**config.mk**
```make
export PLATFORM = sky130hd
export DESIGN_NAME = crossbar_out
export DESIGN_NICKNAME = d
export VERILOG_FILES = /design/src/rtl/crossbar_out.sv
export SDC_FILE = /design/constraint.sdc
export NUM_CORES = 1
export LEC_CHECK = 0
export CORE_MARGIN = 3
export CORE_UTILIZATION = 30
export CTS_CLUSTER_DIAMETER = 200
export DETAILED_ROUTE_END_ITERATION = 10
export GPL_ROUTABILITY_DRIVEN = 0
export PLACE_DENSITY = 0.59
export SLEW_MARGIN = 5
export SYNTH_ARGS = -nofsm -noshare
export SYNTH_HDL_FRONTEND = slang
export SYNTH_SLANG_ARGS = --single-unit
```
**constraint.sdc**
```tcl
create_clock -name clk -period 11 [get_ports clk]
set_clock_uncertainty 0.1 [all_clocks]
set_input_delay 1.1 -clock clk [delete_from_list [all_inputs] [get_ports clk]]
set_output_delay 1.1 -clock clk [all_outputs]
set_load 0.005 [all_outputs]
```
**src/rtl/crossbar_out.sv**
```systemverilog
// crossbar_out: 3-source to 3-output crossbar, each output backed by a fall-through FIFO.
// Define XBAR_STATS_EN to add saturating per-port push counters (flit_cnt_*).
module crossbar_out #(
    parameter int DATA_W = 40,
    parameter int DEPTH  = 4
) (
    input  logic              clk,
    input  logic              rst_n,
    input  logic [1:0]        control_x,
    input  logic [1:0]        control_y,
    input  logic [1:0]        control_local,
    input  logic [DATA_W-1:0] din_x,
    input  logic [DATA_W-1:0] din_y,
    input  logic [DATA_W-1:0] din_local,
    input  logic [2:0]        din_valid,
    output logic [2:0]        din_ready,
    output logic [DATA_W-1:0] dout_x,
    output logic [DATA_W-1:0] dout_y,
    output logic [DATA_W-1:0] dout_local,
    output logic [2:0]        dout_valid,
    input  logic [2:0]        dout_ready,
    output logic              conflict
`ifdef XBAR_STATS_EN
    ,
    output logic [15:0]       flit_cnt_x,
    output logic [15:0]       flit_cnt_y,
    output logic [15:0]       flit_cnt_local
`endif
);

    localparam int PTR_W = $clog2(DEPTH);
    localparam int CNT_W = PTR_W + 1;
    localparam logic [CNT_W-1:0] FULL_CNT = CNT_W'(DEPTH);

    // Index 2 = x, 1 = y, 0 = local for both ports and sources.
    logic [1:0]        ctl       [3];
    logic [DATA_W-1:0] din_arr   [3];
    logic [DATA_W-1:0] dout_arr  [3];
    logic [1:0]        src_sel   [3];
    logic [2:0]        grant;
    logic [2:0]        push;
    logic [2:0]        pop;
    logic [3:0]        valid_pad;
    logic              dup_sel;
    logic              conflict_reg;

    assign ctl[2]     = control_x;
    assign ctl[1]     = control_y;
    assign ctl[0]     = control_local;
    assign din_arr[2] = din_x;
    assign din_arr[1] = din_y;
    assign din_arr[0] = din_local;
    assign valid_pad  = {1'b0, din_valid};

    // Fixed priority x > y > local: a lower port loses any source already claimed above it.
    always_comb begin
        grant    = 3'b000;
        grant[2] = (ctl[2] != 2'b00);
        grant[1] = (ctl[1] != 2'b00) && (ctl[1] != ctl[2]);
        grant[0] = (ctl[0] != 2'b00) && (ctl[0] != ctl[2]) && (ctl[0] != ctl[1]);
    end

    assign dup_sel = ((ctl[2] != 2'b00) && (ctl[2] == ctl[1])) ||
                     ((ctl[2] != 2'b00) && (ctl[2] == ctl[0])) ||
                     ((ctl[1] != 2'b00) && (ctl[1] == ctl[0]));

    genvar gi;
    generate
        for (gi = 0; gi < 3; gi++) begin : g_port
            logic [DATA_W-1:0] mem [DEPTH];
            logic [PTR_W-1:0]  wr_ptr_reg;
            logic [PTR_W-1:0]  rd_ptr_reg;
            logic [CNT_W-1:0]  count_reg;
            logic              room;

            // Control code 01/10/11 maps onto source index 2/1/0.
            assign src_sel[gi] = 2'd3 - ctl[gi];
            // A full FIFO still accepts when its head leaves on the same edge.
            assign room        = (count_reg < FULL_CNT) || dout_ready[gi];
            assign push[gi]    = !rst_n && grant[gi] && valid_pad[src_sel[gi]] && room;
            assign pop[gi]     = !rst_n && (count_reg != '0) && dout_ready[gi];

            always_ff @(posedge clk) begin
                if (push[gi]) begin
                    mem[wr_ptr_reg] <= din_arr[src_sel[gi]];
                end
            end

            always_ff @(posedge clk) begin
                if (rst_n) begin
                    wr_ptr_reg <= '0;
                    rd_ptr_reg <= '0;
                    count_reg  <= '0;
                end else begin
                    if (push[gi]) begin
                        wr_ptr_reg <= wr_ptr_reg + PTR_W'(1);
                    end
                    if (pop[gi]) begin
                        rd_ptr_reg <= rd_ptr_reg + PTR_W'(1);
                    end
                    case ({push[gi], pop[gi]})
                        2'b10:   count_reg <= count_reg + CNT_W'(1);
                        2'b01:   count_reg <= count_reg - CNT_W'(1);
                        default: count_reg <= count_reg;
                    endcase
                end
            end

            // Head is read asynchronously so a pushed flit is visible right after its edge.
            assign dout_valid[gi] = (count_reg != '0);
            assign dout_arr[gi]   = dout_valid[gi] ? mem[rd_ptr_reg] : '0;
        end
    endgenerate

    always_comb begin
        din_ready = 3'b000;
        for (int p = 0; p < 3; p++) begin
            if (push[p]) begin
                din_ready[src_sel[p]] = 1'b1;
            end
        end
    end

    always_ff @(posedge clk) begin
        if (rst_n) begin
            conflict_reg <= 1'b0;
        end else begin
            conflict_reg <= dup_sel;
        end
    end

    assign conflict   = conflict_reg;
    assign dout_x     = dout_arr[2];
    assign dout_y     = dout_arr[1];
    assign dout_local = dout_arr[0];

`ifdef XBAR_STATS_EN
    logic [15:0] flit_cnt_reg [3];

    generate
        for (gi = 0; gi < 3; gi++) begin : g_stats
            always_ff @(posedge clk) begin
                if (rst_n) begin
                    flit_cnt_reg[gi] <= '0;
                end else if (push[gi] && (flit_cnt_reg[gi] != 16'hFFFF)) begin
                    flit_cnt_reg[gi] <= flit_cnt_reg[gi] + 16'd1;
                end
            end
        end
    endgenerate

    assign flit_cnt_x     = flit_cnt_reg[2];
    assign flit_cnt_y     = flit_cnt_reg[1];
    assign flit_cnt_local = flit_cnt_reg[0];
`endif

endmodule

```
==> metrics.md <==
| Metric | Value |
|---|---|
| CP max FO | 47 |
| Largest net degree at the start of global routing | 51 |
| Pwr dens | 164 nW/µm² |
| Slowest CP cell | clkdlybuf4s50_1 |
| Die Area | 77600 µm² |
| F_max | 197 MHz |
| CP top delay family | buffers and inverters |
| Core area | 73300 µm² |
| Fillers | 6818 |
| CTS H-tree lvls | 2 |
| Overflow after GRT | 0 |
| Hold Violations, Final | 0 |
| Crit path arrival time | 3.89 ns |
| # IOs | 261 |
| Clk buf depth | 3 |
| Inserted Clock Buffers | 54 |
| Async SR Flop Fraction | 0% |
| Synth area leaders | edfxtp_1 65%, mux4_2 12%, mux2_2 6.1%, a22o_1 4.7%, nor2b_1 3.6% |
| Detailed placement HPWL | 43.1 mm |
| Max incr delay on CP | 0.61 ns |
| Max IR drop VDD | 0.000106 V |
| Setup TNS | 0 ns |
| Dominant cell type by area after synthesis | edfxtp_1 |
| Worst path required time | 9.80 ns |
| Site Rows | 99 |
| Post-CTS sizing | 0 |
| # nets final | 1650 |
| Vias in the first global route | 12993 |
| Via count | 12637 |
| CTS tree | done |
| DR vias/cell | 5.06 |
| Warnings from Yosys | 0 |
| First-pass GRT wire length | 90.5 mm |
| DRT antenna net count | 0 |
| Register area share after synthesis | 67.2% |
| Worst-Margin Slew | 1.22 ns |
| Hold Path Stages | 2 |
| # hold bufs at CTS | 0 |
| Clock period minus worst slack | 5.09 ns |
| HP Class | register to register |
| Post-synth cell types | 41 |
| Port buffer count | 260 |
| Outcome | finished clean |
| Post-synth EDFFs | 480 |
| Post-DR wirelength/cell | 25.0 µm |
| Max-slew violations | 0 |
| Static Leakage | 8.82 nW |
| Post-CTS Setup Inserts | 0 |
| Iter 0 DRT Violations | 1171 |
| R2R depth | 4 |
| Gr usage total | 15.9% |
| RSZ-0062 raised after global routing | no |
| Max FFs per register | 480 |
| Critical path, cell by cell | buf_2 -> buf_4 -> xnor2_1 -> a2111oi_4 -> o211ai_4 -> o221ai_1 -> clkdlybuf4s50_1 |
| Max_cap viols | 0 |
| Rel. slew slack | 18.5% |
| FF+latch count, synth | 508 |
| Die Span Y | 279 µm |
| Initial DRT Pass Iterations | 5 |
| DRT Wirelength | 62.4 mm |
| Syn avg cell area | 18.0 µm² |
| CP Depth | 7 |
| Synthesized cell area | 22300 µm² |
| Root Driver | clkbuf_16 |
| Overall power | 4.55 mW |
| Diode count | 0 |
| Mapped Cells | 1241 |
| Total clock sinks | 508 |
| Worst-skew pair later-pin latency | 0.59 ns |
| Crit. End Element | output pin |
| Critical path buffers and inverters | 3 |
| CP Class | input pin to output pin |
| Final setup fails | 0 |
| Share of layout cells above drive strength 1 | 24.2% |
| Main flop type after synthesis | edfxtp_1 |
| Drc violations | 0 |
| CP startpoint kind | input pin |
| Net Count, Synth | 1393 |
| Die width | 279 µm |
| Top-area cell type share of the netlist area | 64.7% |
| Final period utilization | 46.2% |
| Area of the multi-input gates | 6930 µm² |
| Clock slew at reported path FFs | 0.06 ns |
| Initial antenna violation count | 6 |
| Register Area | 15000 µm² |
| Area Growth Syn to Fin | 24.2% |
| Initial core utilization | 30.4% |
area by class of cell:
cell class	count	share of cell area (%)
multi-input combinational	620	25.0
inverter	27	0.366
tap	959	4.33
sequential	508	54.2
timing repair buffer	287	10.0
clock inverter	22	0.687
clock buffer	75	5.40
per-stage QoR:
stage	hold WS [ns]	setup WS (ns)	instance area [µm²]	util (%)	instances
floorplan	0.367	6.76	22300	-	1241
global placement	0.395	5.93	26000	35.5	2401
detailed placement	0.413	5.93	26000	35.5	2401
CTS	0.423	5.90	27700	37.7	2498
global route	0.443	5.63	27700	37.7	2498
finish	0.425	5.91	27700	37.7	2498
worst register-to-register path: cells and delay by family, from the launching register on:
kind / cells / cell delay, ns
flops: 1 / 0.34
compound gates: 1 / 0.33
buf+inv: 1 / 0.46
simple gates: 2 / 1.02
cell usage after synthesis, types with 10 or more instances:
cell type  number
a22o_1        120
nor2b_1       127
mux4_2        120
inv_1          26
a21oi_1        10
clkbuf_1       59
nor2_1         26
edfxtp_1      480
ha_1           15
buf_2          19
dfxtp_1        28
mux2_2        121
where the power goes:
part / internal (mW) / switching (mW)
registers: 2.18 / 0.0326
clock network: 1.01 / 0.723
logic: 0.300 / 0.295
total: 3.50 / 1.05
placed cells by master, fill, tap and decap left out, types with 5 or more instances in the layout:
master             n
edfxtp_1         480
clkdlybuf4s50_1  254
nor2b_1          124
mux2_2           121
mux4_2           120
a22o_1           120
clkbuf_16         57
buf_4             27
inv_1             26
nor2_1            22
dfxtp_1           22
clkbuf_1          18
ha_1              15
a21oi_1           10
xor2_1             9
nand2_1            8
clkinv_1           8
xnor2_1            7
nand3_1            6
clkinv_2           6
buf_2              6
or3_1              5
o21ai_0            5
final timing paths:
path                          start                      to  slack [ns]
max                    control_y[1]            din_ready[2]        5.91
min          g_port[1].count_reg[2]  g_port[1].count_reg[2]        0.42
max reg2reg  g_port[2].count_reg[2]     g_port[2].mem[1][2]        8.39
min reg2reg  g_port[1].count_reg[2]  g_port[1].count_reg[2]        0.42
logic make-up (layout without fill, tap and decap cells):
logic type | after synthesis | count (layout) | synth area share [%]
flip-flops | 508 | 508 | 67.2
AO/OA/AOI/OAI | 152 | 152 | 5.77
multiplexers | 242 | 242 | 18.3
XOR/XNOR | 16 | 16 | 0.629
AND/OR/NAND/NOR | 192 | 192 | 4.95
adder cells (fa/ha/maj) | 18 | 18 | 1.11
buffers and inverters | 113 | 411 | 2.06
per-layer routing:
layer	GRT usage (%)	up-vias	share of wire [%]
met4	3.25	10	1.6
met1	21.7	6566	42
met5	0	-	0.091
li1	-	5482	-
met2	26.2	510	49
met3	3.55	69	7.4
(Power assumes the default switching activity.)
